<file path="src/rtl/avr_fetch_q_if.sv">
// ---------------------------------------------------------------------------
// avr_fetch_q_if
// Bundles the program-memory read bus, the decoder hand-off and the redirect
// controls of the avr_fetch_q prefetch unit.
//
// Parameters must match the avr_fetch_q instance that uses the interface:
//   PC_W   program counter / word address width
//   DEPTH  prefetch queue entries (power of two, >= 2)
//
// Modports:
//   master : fetch unit side (drives prog_req/prog_addr and the instr_* outputs)
//   slave  : environment side (program memory, decoder, branch unit)
//
// Handshake: a head entry is transferred to the decoder on every rising CLK
// edge where instr_valid && instr_ready are both 1 and redirect is 0.
// instr_valid never depends on instr_ready. prog_data is consumed on the
// edge one cycle after the edge that registered prog_req=1.
// ---------------------------------------------------------------------------
interface avr_fetch_q_if #(
   parameter int PC_W  = 16,
   parameter int DEPTH = 4
);
   localparam int FL_W = $clog2(DEPTH) + 1;

   // program memory bus
   logic            prog_req;
   logic [PC_W-1:0] prog_addr;
   logic [15:0]     prog_data;

   // decoder hand-off
   logic [15:0]     instr;
   logic [PC_W-1:0] instr_pc;
   logic            instr_valid;
   logic            instr_ready;
   logic [FL_W-1:0] fill_level;
   logic [15:0]     instr_ext;
   logic            instr_is32;

   // redirect
   logic            redirect;
   logic            redirect_rel;
   logic [PC_W-1:0] redirect_pc;
   logic [PC_W-1:0] redirect_tgt;

   modport master (
      output prog_req, prog_addr,
      input  prog_data,
      output instr, instr_pc, instr_valid, fill_level, instr_ext, instr_is32,
      input  instr_ready,
      input  redirect, redirect_rel, redirect_pc, redirect_tgt
   );

   modport slave (
      input  prog_req, prog_addr,
      output prog_data,
      input  instr, instr_pc, instr_valid, fill_level, instr_ext, instr_is32,
      output instr_ready,
      output redirect, redirect_rel, redirect_pc, redirect_tgt
   );
endinterface

</file>
<file path="src/rtl/avr_fetch_q.sv">
// ---------------------------------------------------------------------------
// avr_fetch_q
// AVR program-memory fetch unit with a DEPTH-entry prefetch queue. Each
// queued entry holds the instruction word and its word address so the
// decoder can resolve relative branches. A redirect flushes the queue,
// kills the in-flight read and retargets the fetch PC.
//
// Ports:
//   CLK    rising-edge clock
//   RST_N  asynchronous active-low reset
//   bus    avr_fetch_q_if.master (memory bus, decoder hand-off, redirect)
//
// Optional build macro: FETCH_PAIR32_EN
//   Defined  : JMP/CALL and LDS/STS heads are reported as 32-bit ops; such a
//              head is valid only once its second word is queued, the second
//              word appears on instr_ext and a pop removes both entries.
//   Undefined: instr_is32=0, instr_ext=0, every pop removes one entry.
// ---------------------------------------------------------------------------
module avr_fetch_q #(
   parameter int PC_W  = 16,
   parameter int DEPTH = 4
) (
   input  logic           CLK,
   input  logic           RST_N,
   avr_fetch_q_if.master  bus
);
   localparam int PTR_W = $clog2(DEPTH);
   localparam int FL_W  = PTR_W + 1;

   typedef struct packed {
      logic [15:0]     word;
      logic [PC_W-1:0] pc;
   } entry_t;

   entry_t           q_mem [DEPTH];
   logic [PTR_W-1:0] rd_ptr;
   logic [PTR_W-1:0] wr_ptr;
   logic [FL_W-1:0]  count;
   logic [PC_W-1:0]  fpc;
   logic             inflight;
   logic [PC_W-1:0]  inflight_pc;

   entry_t           head;
   logic             non_empty;
   logic             head_ok;
   logic             head_is32;
   logic [FL_W-1:0]  pop_n;
   logic [FL_W-1:0]  pop_cnt;
   logic             pop;
   logic             push;
   logic             issue;
   logic [PC_W-1:0]  target;
   logic [15:0]      ext_word;
   int               occ;

   // ------------------------------------------------------------------------
   // Head decode and hand-off control
   // ------------------------------------------------------------------------
   always_comb begin
      head      = q_mem[rd_ptr];
      non_empty = (count != '0);
      head_is32 = 1'b0;
      ext_word  = 16'h0000;
      pop_n     = FL_W'(1);
      head_ok   = non_empty;
`ifdef FETCH_PAIR32_EN
      // JMP/CALL: 1001_010x_xxxx_11xx, LDS/STS: 1001_00xx_xxxx_0000
      head_is32 = non_empty &&
                  ((head.word[15:9] == 7'b1001010 && head.word[3:2] == 2'b11) ||
                   (head.word[15:10] == 6'b100100 && head.word[3:0] == 4'b0000));
      if (count >= FL_W'(2))
         ext_word = q_mem[rd_ptr + PTR_W'(1)].word;
      if (head_is32) begin
         pop_n   = FL_W'(2);
         head_ok = (count >= FL_W'(2));
      end
`endif

      // Redirect wins over pop, push and issue.
      pop     = head_ok && bus.instr_ready && !bus.redirect;
      pop_cnt = pop ? pop_n : '0;
      push    = inflight && !bus.redirect;

      // Room check counts the word still in flight and frees the slots being
      // popped this cycle, so a full queue with a pop can keep streaming.
      occ   = int'(count) + int'(inflight) - int'(pop_cnt);
      // Gating with RST_N keeps the strobe low while reset is held.
      issue = RST_N && !bus.redirect && (occ < DEPTH);

      if (bus.redirect_rel)
         target = bus.redirect_pc + PC_W'(1) + bus.redirect_tgt;
      else
         target = bus.redirect_tgt;
   end

   // ------------------------------------------------------------------------
   // Outputs: zeros whenever the queue is empty
   // ------------------------------------------------------------------------
   assign bus.prog_req    = issue;
   assign bus.prog_addr   = fpc;
   assign bus.instr       = non_empty ? head.word : 16'h0000;
   assign bus.instr_pc    = non_empty ? head.pc : '0;
   assign bus.instr_valid = head_ok;
   assign bus.fill_level  = count;
   assign bus.instr_ext   = ext_word;
   assign bus.instr_is32  = head_is32;

   // ------------------------------------------------------------------------
   // Control state
   // ------------------------------------------------------------------------
   always_ff @(posedge CLK or negedge RST_N) begin
      if (!RST_N) begin
         fpc         <= '0;
         count       <= '0;
         rd_ptr      <= '0;
         wr_ptr      <= '0;
         inflight    <= 1'b0;
         inflight_pc <= '0;
      end else if (bus.redirect) begin
         // Clearing inflight discards the word returning this cycle; no new
         // request was issued, so nothing returns next cycle either.
         fpc      <= target;
         count    <= '0;
         rd_ptr   <= '0;
         wr_ptr   <= '0;
         inflight <= 1'b0;
      end else begin
         inflight <= issue;
         if (issue) begin
            fpc         <= fpc + PC_W'(1);
            inflight_pc <= fpc;
         end
         if (push)
            wr_ptr <= wr_ptr + PTR_W'(1);
         if (pop)
            rd_ptr <= rd_ptr + pop_cnt[PTR_W-1:0];
         count <= count + FL_W'(push) - pop_cnt;
      end
   end

   // Queue storage needs no reset: entries are only read while counted.
   always_ff @(posedge CLK) begin
      if (RST_N && push)
         q_mem[wr_ptr] <= '{word: bus.prog_data, pc: inflight_pc};
   end
endmodule
</file>
<file path="src/flat_wrapper.sv">
// flat-port wrapper written by rule: the top's interface ports become plain ports
module avr_fetch_q_flat 
#(
   parameter int PC_W  = 16,
   parameter int DEPTH = 4
)
  (CLK, RST_N, bus_prog_req, bus_prog_addr, bus_prog_data, bus_instr, bus_instr_pc, bus_instr_valid, bus_fill_level, bus_instr_ext, bus_instr_is32, bus_instr_ready, bus_redirect, bus_redirect_rel, bus_redirect_pc, bus_redirect_tgt);
  avr_fetch_q_if #(.PC_W(PC_W), .DEPTH(DEPTH)) bus_i ();
  input  logic CLK;
  input  logic RST_N;
  output wire logic [$bits(bus_i.prog_req)-1:0] bus_prog_req;
  output wire logic [$bits(bus_i.prog_addr)-1:0] bus_prog_addr;
  input wire logic [$bits(bus_i.prog_data)-1:0] bus_prog_data;
  output wire logic [$bits(bus_i.instr)-1:0] bus_instr;
  output wire logic [$bits(bus_i.instr_pc)-1:0] bus_instr_pc;
  output wire logic [$bits(bus_i.instr_valid)-1:0] bus_instr_valid;
  output wire logic [$bits(bus_i.fill_level)-1:0] bus_fill_level;
  output wire logic [$bits(bus_i.instr_ext)-1:0] bus_instr_ext;
  output wire logic [$bits(bus_i.instr_is32)-1:0] bus_instr_is32;
  input wire logic [$bits(bus_i.instr_ready)-1:0] bus_instr_ready;
  input wire logic [$bits(bus_i.redirect)-1:0] bus_redirect;
  input wire logic [$bits(bus_i.redirect_rel)-1:0] bus_redirect_rel;
  input wire logic [$bits(bus_i.redirect_pc)-1:0] bus_redirect_pc;
  input wire logic [$bits(bus_i.redirect_tgt)-1:0] bus_redirect_tgt;
  assign bus_prog_req = bus_i.prog_req;
  assign bus_prog_addr = bus_i.prog_addr;
  assign bus_i.prog_data = bus_prog_data;
  assign bus_instr = bus_i.instr;
  assign bus_instr_pc = bus_i.instr_pc;
  assign bus_instr_valid = bus_i.instr_valid;
  assign bus_fill_level = bus_i.fill_level;
  assign bus_instr_ext = bus_i.instr_ext;
  assign bus_instr_is32 = bus_i.instr_is32;
  assign bus_i.instr_ready = bus_instr_ready;
  assign bus_i.redirect = bus_redirect;
  assign bus_i.redirect_rel = bus_redirect_rel;
  assign bus_i.redirect_pc = bus_redirect_pc;
  assign bus_i.redirect_tgt = bus_redirect_tgt;
  avr_fetch_q #(.PC_W(PC_W), .DEPTH(DEPTH)) u_core (.CLK(CLK), .RST_N(RST_N), .bus(bus_i));
endmodule
</file>
<file path="config.mk">
export PLATFORM = sky130hd
export DESIGN_NAME = avr_fetch_q_flat
export DESIGN_NICKNAME = d
export VERILOG_FILES = /design/src/rtl/avr_fetch_q_if.sv /design/src/rtl/avr_fetch_q.sv /design/src/flat_wrapper.sv
export SDC_FILE = /design/constraint.sdc
export NUM_CORES = 1
export LEC_CHECK = 0
export ABC_CLOCK_PERIOD_IN_PS = 3050
export BUFFER_PORTS_ARGS = -buffer_cell sky130_fd_sc_hd__buf_4
export CORE_AREA = 2 2 128 130
export DETAILED_ROUTE_END_ITERATION = 10
export DIE_AREA = 0 0 130 132
export GPL_TIMING_DRIVEN = 0
export PLACE_DENSITY = 0.77
export SLEW_MARGIN = 20
export SYNTH_ARGS = -nofsm -noshare
export SYNTH_HDL_FRONTEND = slang
export SYNTH_SLANG_ARGS = --single-unit
</file>
<file path="constraint.sdc">
create_clock -name CLK -period 3.05 [get_ports CLK]
set_input_delay 0.1525 -clock CLK [delete_from_list [all_inputs] [get_ports CLK]]
set_output_delay 0.1525 -clock CLK [all_outputs]
set_load 0.03 [all_outputs]
</file>
After elaboration in Yosys (flattened, before gate mapping)
Memory sizes are Yosys's and may differ from the RTL's.
Cells that the tools add are included.
Widths: inputs -> output; s select.
{"block": "op_classes", "muxes": 14, "addsub": 9, "n_lt_le_gt_ge": 1, "n_bitwise": 1, "n_reduce_logical": 12}
{"cell": "$mux 16", "n": 5}
{"cell": "$add 16x1->16 const B", "n": 2}
{"cell": "$lt 32x4->1 const B", "n": 1}
{"cell": "$sub 32x4->32", "n": 1}
{"cell": "$add 16x16->16", "n": 1}
{"cell": "$mux 2", "n": 4}
{"cell": "$logic_and 1x1->1", "n": 6}
{"cell": "$reduce_bool 2->1", "n": 3}
{"cell": "$add 3x1->4", "n": 1}
{"cell": "$mux 1", "n": 4}
{"cell": "$add 3x1->3", "n": 1}
{"cell": "$mux 3", "n": 1}
{"cell": "$reduce_bool 3->1", "n": 1}
{"cell": "$sub 3x3->3", "n": 1}
{"cell": "$add 2x1->2 const B", "n": 1}
{"cell": "$add 2x2->2", "n": 1}
{"cell": "$reduce_and 2->1", "n": 1}
{"cell": "$logic_not 1->1", "n": 1}
{"cell": "$not 1->1", "n": 1}
{"block": "word_totals", "word_cells": 44, "ram_bits": 128, "inputBits": 53, "memories": 1, "ff_bits": 40, "output_inout_bits": 70}
{"name": "u_core.q_mem", "words": 4, "word_bits": 32, "read_ports": 1, "rd_ports_with_merged_regs": 0, "wr": 1, "line": "avr_fetch_q.sv:35", "rtl": "entry_t q_mem [DEPTH];"}

Logic depth before layout (Yosys ltp)
{"block": "logic_depth", "depth_word": 9, "ltp_mapped": 12, "mapped_depth_nobuf": 11}

Least setup slack after synthesis
OpenSTA, ideal clock, no wires.
{"block": "synth_timing", "path_kind": "reg-to-reg", "startpoint": "reg u_core.count[0] (netlist: u_core.bus.fill_level[0])", "endpoint": "reg u_core.fpc[7] (netlist: u_core.bus.prog_addr[7])", "synth_period_minus_slack_ns": 3.132, "slack_ns": -0.082, "arrival_time_ns": 3.007, "path_stages_with_launch": 12, "n_path_buf": 0, "setup_ns": 0.125, "required_time_ns": 2.925, "cell_sequence": "dfrtp_1 -> ha_1 -> ha_1 -> or3_1 -> nor3_1 -> ha_1 -> nand4_1 -> a311oi_1 -> nor3b_1 -> or3_1 -> xnor2_1 -> mux2_2"}
{"block": "synth_via", "elab_chain_len": 8, "elab_cells_between_ends": 9, "classes_between": "add/sub (2); order compare (1); mux (1); reduce/logical (5)"}
{"item": "from (decl)", "line": "avr_fetch_q.sv:38", "rtl": "logic [FL_W-1:0] count;"}
{"item": "from (signal assigned)", "line": "avr_fetch_q.sv:137", "rtl": "count <= count + FL_W'(push) - pop_cnt;"}
{"item": "branches (longest 4 deep; another with $add 3x1->4)"}
{"item": "$sub 32x4->32 (*)", "line": "avr_fetch_q.sv:86", "rtl": "occ = int'(count) + int'(inflight) - int'(pop_cnt);"}
{"item": "$lt 32x4->1 (*)", "line": "avr_fetch_q.sv:88", "rtl": "issue = RST_N && !bus.redirect && (occ < DEPTH);"}
{"item": "$logic_and 1x1->1 (*)", "line": "avr_fetch_q.sv:88"}
{"item": "$reduce_bool 2->1 (no line) (*)"}
{"item": "to (signal assigned)", "line": "avr_fetch_q.sv:122", "rtl": "fpc <= target;"}
{"item": "to (signal assigned)", "line": "avr_fetch_q.sv:130", "rtl": "fpc <= fpc + PC_W'(1);"}
{"item": "to (decl)", "line": "avr_fetch_q.sv:39", "rtl": "logic [PC_W-1:0] fpc;"}
Mark *: on every way between the ends.
A chain may end at the register's enable or synchronous reset.

Worst setup path after layout
{"block": "layout_timing", "startpoint": "reg u_core.inflight", "endpoint": "reg u_core.fpc[7] (netlist: u_core.bus.prog_addr[7])"}
{"block": "layout_via", "elab_chain_len": 5}
{"item": "from (decl)", "line": "avr_fetch_q.sv:40", "rtl": "logic inflight;"}
{"item": "from (signal assigned)", "line": "avr_fetch_q.sv:128", "rtl": "inflight <= issue;"}
{"item": "$add 3x1->4", "line": "avr_fetch_q.sv:86"}
{"item": "$sub 32x4->32", "line": "avr_fetch_q.sv:86"}
{"item": "$lt 32x4->1", "line": "avr_fetch_q.sv:88"}
{"item": "$logic_and 1x1->1", "line": "avr_fetch_q.sv:88"}
{"item": "$reduce_bool 2->1 (no line)"}
Every way passes these cells.

==> impl_metrics.env <==
export IMPL_async_flop_share_pct=23.8
export IMPL_vias=5276
export IMPL_final_max_slew_viol_count=0
export IMPL_vias_per_cell=5.52
export IMPL_wl_per_cell_um=19.4
export IMPL_diodes=0
export IMPL_leakage_nw=3.95
export IMPL_start_util_pct=51.7
export IMPL_grt_pass1_wl_um=28700
export IMPL_synth_edf_count=128
export IMPL_drtPass1Iterations=5
export IMPL_regArea_um2=4850
export IMPL_cts_sinks=168
export IMPL_cp_required_ns=3.35
export IMPL_arrival_ns=3.24
export IMPL_cts_max_path_buffers=2
export IMPL_drive_above_1_share_pct=32.3
export IMPL_synth_area_um2=8120
export IMPL_ys_types=59
export IMPL_dieArea_um2=17200
export IMPL_critPathKind="flop to flop"
export IMPL_synthTopCellsByArea="edfxtp_1 (47%), dfrtp_1 (12%), mux4_2 (8.9%)"
export IMPL_status="finished, final reports clean"
export IMPL_cap_violations=0
export IMPL_cp_slowest_cell="dfrtp_2"
export IMPL_nets=808
export IMPL_multi_input_area_um2=3110
export IMPL_netlist_area_leader_share_pct=47.4
export IMPL_path_buf_inv=0
export IMPL_cts_max_level=4
export IMPL_drt_initial_drc_count=490
export IMPL_finalSetupViolCount=0
export IMPL_synth_seq_cells=168
export IMPL_post_route_min_period_ns=2.94
export IMPL_yosysSeqAreaShare_pct=59.7
export IMPL_gp_congestion=0.930
export IMPL_finalPower_mw=7.55
export IMPL_portBuffers=105
export IMPL_path_cells="ha_4 -> ha_4 -> or3_4 -> nor3_4 -> ha_4 -> nand4_1 -> a311oi_2 -> nor3b_2 -> or3_1 -> xnor2_1 -> mux2_2"
export IMPL_path_clk_slew_ns=0.06
export IMPL_grt_total_usage_pct=22.1
export IMPL_grt_pass1_vias=5298
export IMPL_fillers=1108
export IMPL_worst_pin_slew_ns=0.739
export IMPL_finalHoldViolations=0
export IMPL_crit_family="simple AND/OR/NAND/NOR gates"
export IMPL_hold_class="input pin to flop"
export IMPL_fmax_mhz=340
export IMPL_cts_made_buffers=17
export IMPL_die_w_um=130
export IMPL_max_slew_margin_pct=50.7
export IMPL_cts_root_buf="clkbuf_16"
export IMPL_holdWs_ns=0.0223
export IMPL_area_growth_syn_to_layout_pct=26.3
export IMPL_crit_top_cell="ha_4"
export IMPL_endpoint_kind="flop"
export IMPL_ant_nets=0
export IMPL_finalCritPeriodShare_pct=96.4
export IMPL_crit_path_start_kind="flop"
export IMPL_routed_wl_um=18500
export IMPL_rsz0062_at_grt="no"
export IMPL_drc=0
export IMPL_synth_cells=560
export IMPL_clk_latency_ns=0.42
export IMPL_cts_tree="built"
export IMPL_cpPeakStageDelay_ns=0.44
export IMPL_io_pin_count=123
export IMPL_yosys_warnings=0
export IMPL_grt_ovfl_total=0
export IMPL_ir_drop_uv=430
export IMPL_ys_flop_type="edfxtp_1"
export IMPL_fp_dieH_um=132
export IMPL_core_um2=15700
export IMPL_finClkSkew_ns=0.00856
export IMPL_path_max_fanout=3
export IMPL_synth_top_cell_by_area="edfxtp_1"
export IMPL_power_density_nw_per_um2=737
export IMPL_syn_avg_cell_area_um2=14.5
export IMPL_dp_hpwl_um=12100
export IMPL_num_rows=46
export IMPL_grt_antenna_before_repair=0
export IMPL_grt_max_degree=42
## layout by cell type (no fill, tap or decap), drive strengths merged, types with 5 or more instances in the layout
master	Yosys	layout
xor2	9	9
o21ai	15	15
and3	8	8
inv	18	18
mux2i	15	15
nor3	13	13
nor2	16	16
or3	6	6
nand2	22	22
ha	27	27
a211oi	5	5
dlygate4sd3	0	18
dfrtp	40	40
xnor2	11	11
clkbuf	14	33
o21a	5	5
a31oi	5	5
mux2	16	16
nand4	7	7
a21o	9	9
and2	33	33
a21oi	10	10
nor2b	8	8
buf	27	140
bufinv	0	5
mux4	32	32
clkinv	0	7
conb	1	17
nand3	13	13
edfxtp	128	128
## cells by family (layout without fill, tap and decap cells)
| logic type | after synthesis | after routing | synth area share [%] |
|---|---|---|---|
| AO/OA/AOI/OAI | 76 | 76 | 6.77 |
| XOR/XNOR | 20 | 20 | 2.25 |
| adder cells (fa/ha/maj) | 29 | 29 | 4.66 |
| buffers and inverters | 59 | 222 | 3.79 |
| flip-flops | 168 | 168 | 59.7 |
| multiplexers | 63 | 63 | 12.9 |
| other | 1 | 17 | 0.0462 |
| AND/OR/NAND/NOR | 144 | 144 | 9.85 |
## path summary, 6_finish.rpt
path / startpoint / to / slack [ns] / depth (start not counted)
worst max-delay path: u_core.inflight / u_core.bus.prog_addr[7] / 0.11 / 11
worst min-delay path: bus_redirect_tgt[14] / u_core.bus.prog_addr[14] / 0.02 / 3
worst max register to register: u_core.inflight / u_core.bus.prog_addr[7] / 0.11 / 11
worst min register to register: u_core.inflight_pc[3] / u_core.q_mem[1][3] / 0.52 / 0
max in group asynchronous: RST_N / u_core.inflight / 2.38 / 2
min in group asynchronous: RST_N / u_core.bus.fill_level[1] / 0.26 / 2
## Yosys cell counts, types with 3 or more instances
cell,n
o21ai_0,15
buf_2,6
mux2i_1,15
nand3_1,13
a211oi_1,5
o21a_1,5
edfxtp_1,128
clkbuf_1,14
inv_1,18
buf_4,17
xnor2_1,11
or3_1,6
or2_2,3
nand2_1,22
xor2_1,8
nor2b_1,8
nor4_1,3
a21oi_1,10
a21o_1,9
ha_1,27
and3_1,8
o211ai_1,4
dfrtp_1,40
nor2_1,16
a31oi_1,5
mux4_2,32
nand4_1,7
mux2_2,16
and2_1,33
nor3_1,13
## registers in the layout, summed over array words and instances, names as in the netlist
name,count
u_core.q_mem,128
u_core.bus.prog_addr,16
u_core.inflight_pc,16
u_core.bus.fill_level,3
u_core.rd_ptr,2
u_core.wr_ptr,2
u_core.inflight,1
## tightest hold or removal path: stages
cell and delay, ns:
buf_4 0.09, inv_1 0.03, o221ai_1 0.13
## per-layer routing
metal,up-vias,track usage [%],part of all wire (%),wire (um)
li1,2460,-,-,-
met1,2604,29.4,41,7670
met2,198,37.7,52,9620
met3,14,3.86,5.4,1010
met4,0,5.62,1.1,203
met5,-,0,0,0
## cell type report
class | instances | share of cell area [%]
clock buffers | 19 | 4.22
plain buffers | 41 | 2.34
clock inverters | 13 | 1.98
inverters | 18 | 0.659
well taps | 216 | 2.64
multi-input cells | 349 | 30.4
flip-flops and latches | 168 | 47.3
repair buffers | 131 | 10.5
## metrics by stage
step | utilization (%) | TNS, ns | area, um2 | cells | setup WS (ns)
after floorplan | - | 0 | 8180 | 576 | 0.0361
after global placement | 58.8 | -0.752 | 9240 | 897 | -0.161
after detailed placement | 59.3 | -2.15 | 9320 | 901 | -0.280
after CTS | 65.2 | -0.0128 | 10200 | 955 | -0.0128
after global routing | 65.2 | 0 | 10300 | 955 | 0.00430
final | 65.2 | 0 | 10300 | 955 | 0.110
## where the power goes
| group | internal (mW) | leakage, nW | total, mW | switching (mW) |
|---|---|---|---|---|
| sequential | 2.81 | 1.64 | 3.10 | 0.294 |
| clock | 1.45 | 0.308 | 2.29 | 0.844 |
| combinational | 0.897 | 2.01 | 2.16 | 1.26 |
## timing repair
action,in CTS,in global routing
hold endpoints to repair,105,0
pin swaps,8,5
resized for setup,11,1
hold buffers,18,0
setup buffers,4,0
endpoints found under the setup margin,15,11
(Power assumes the default switching activity.)
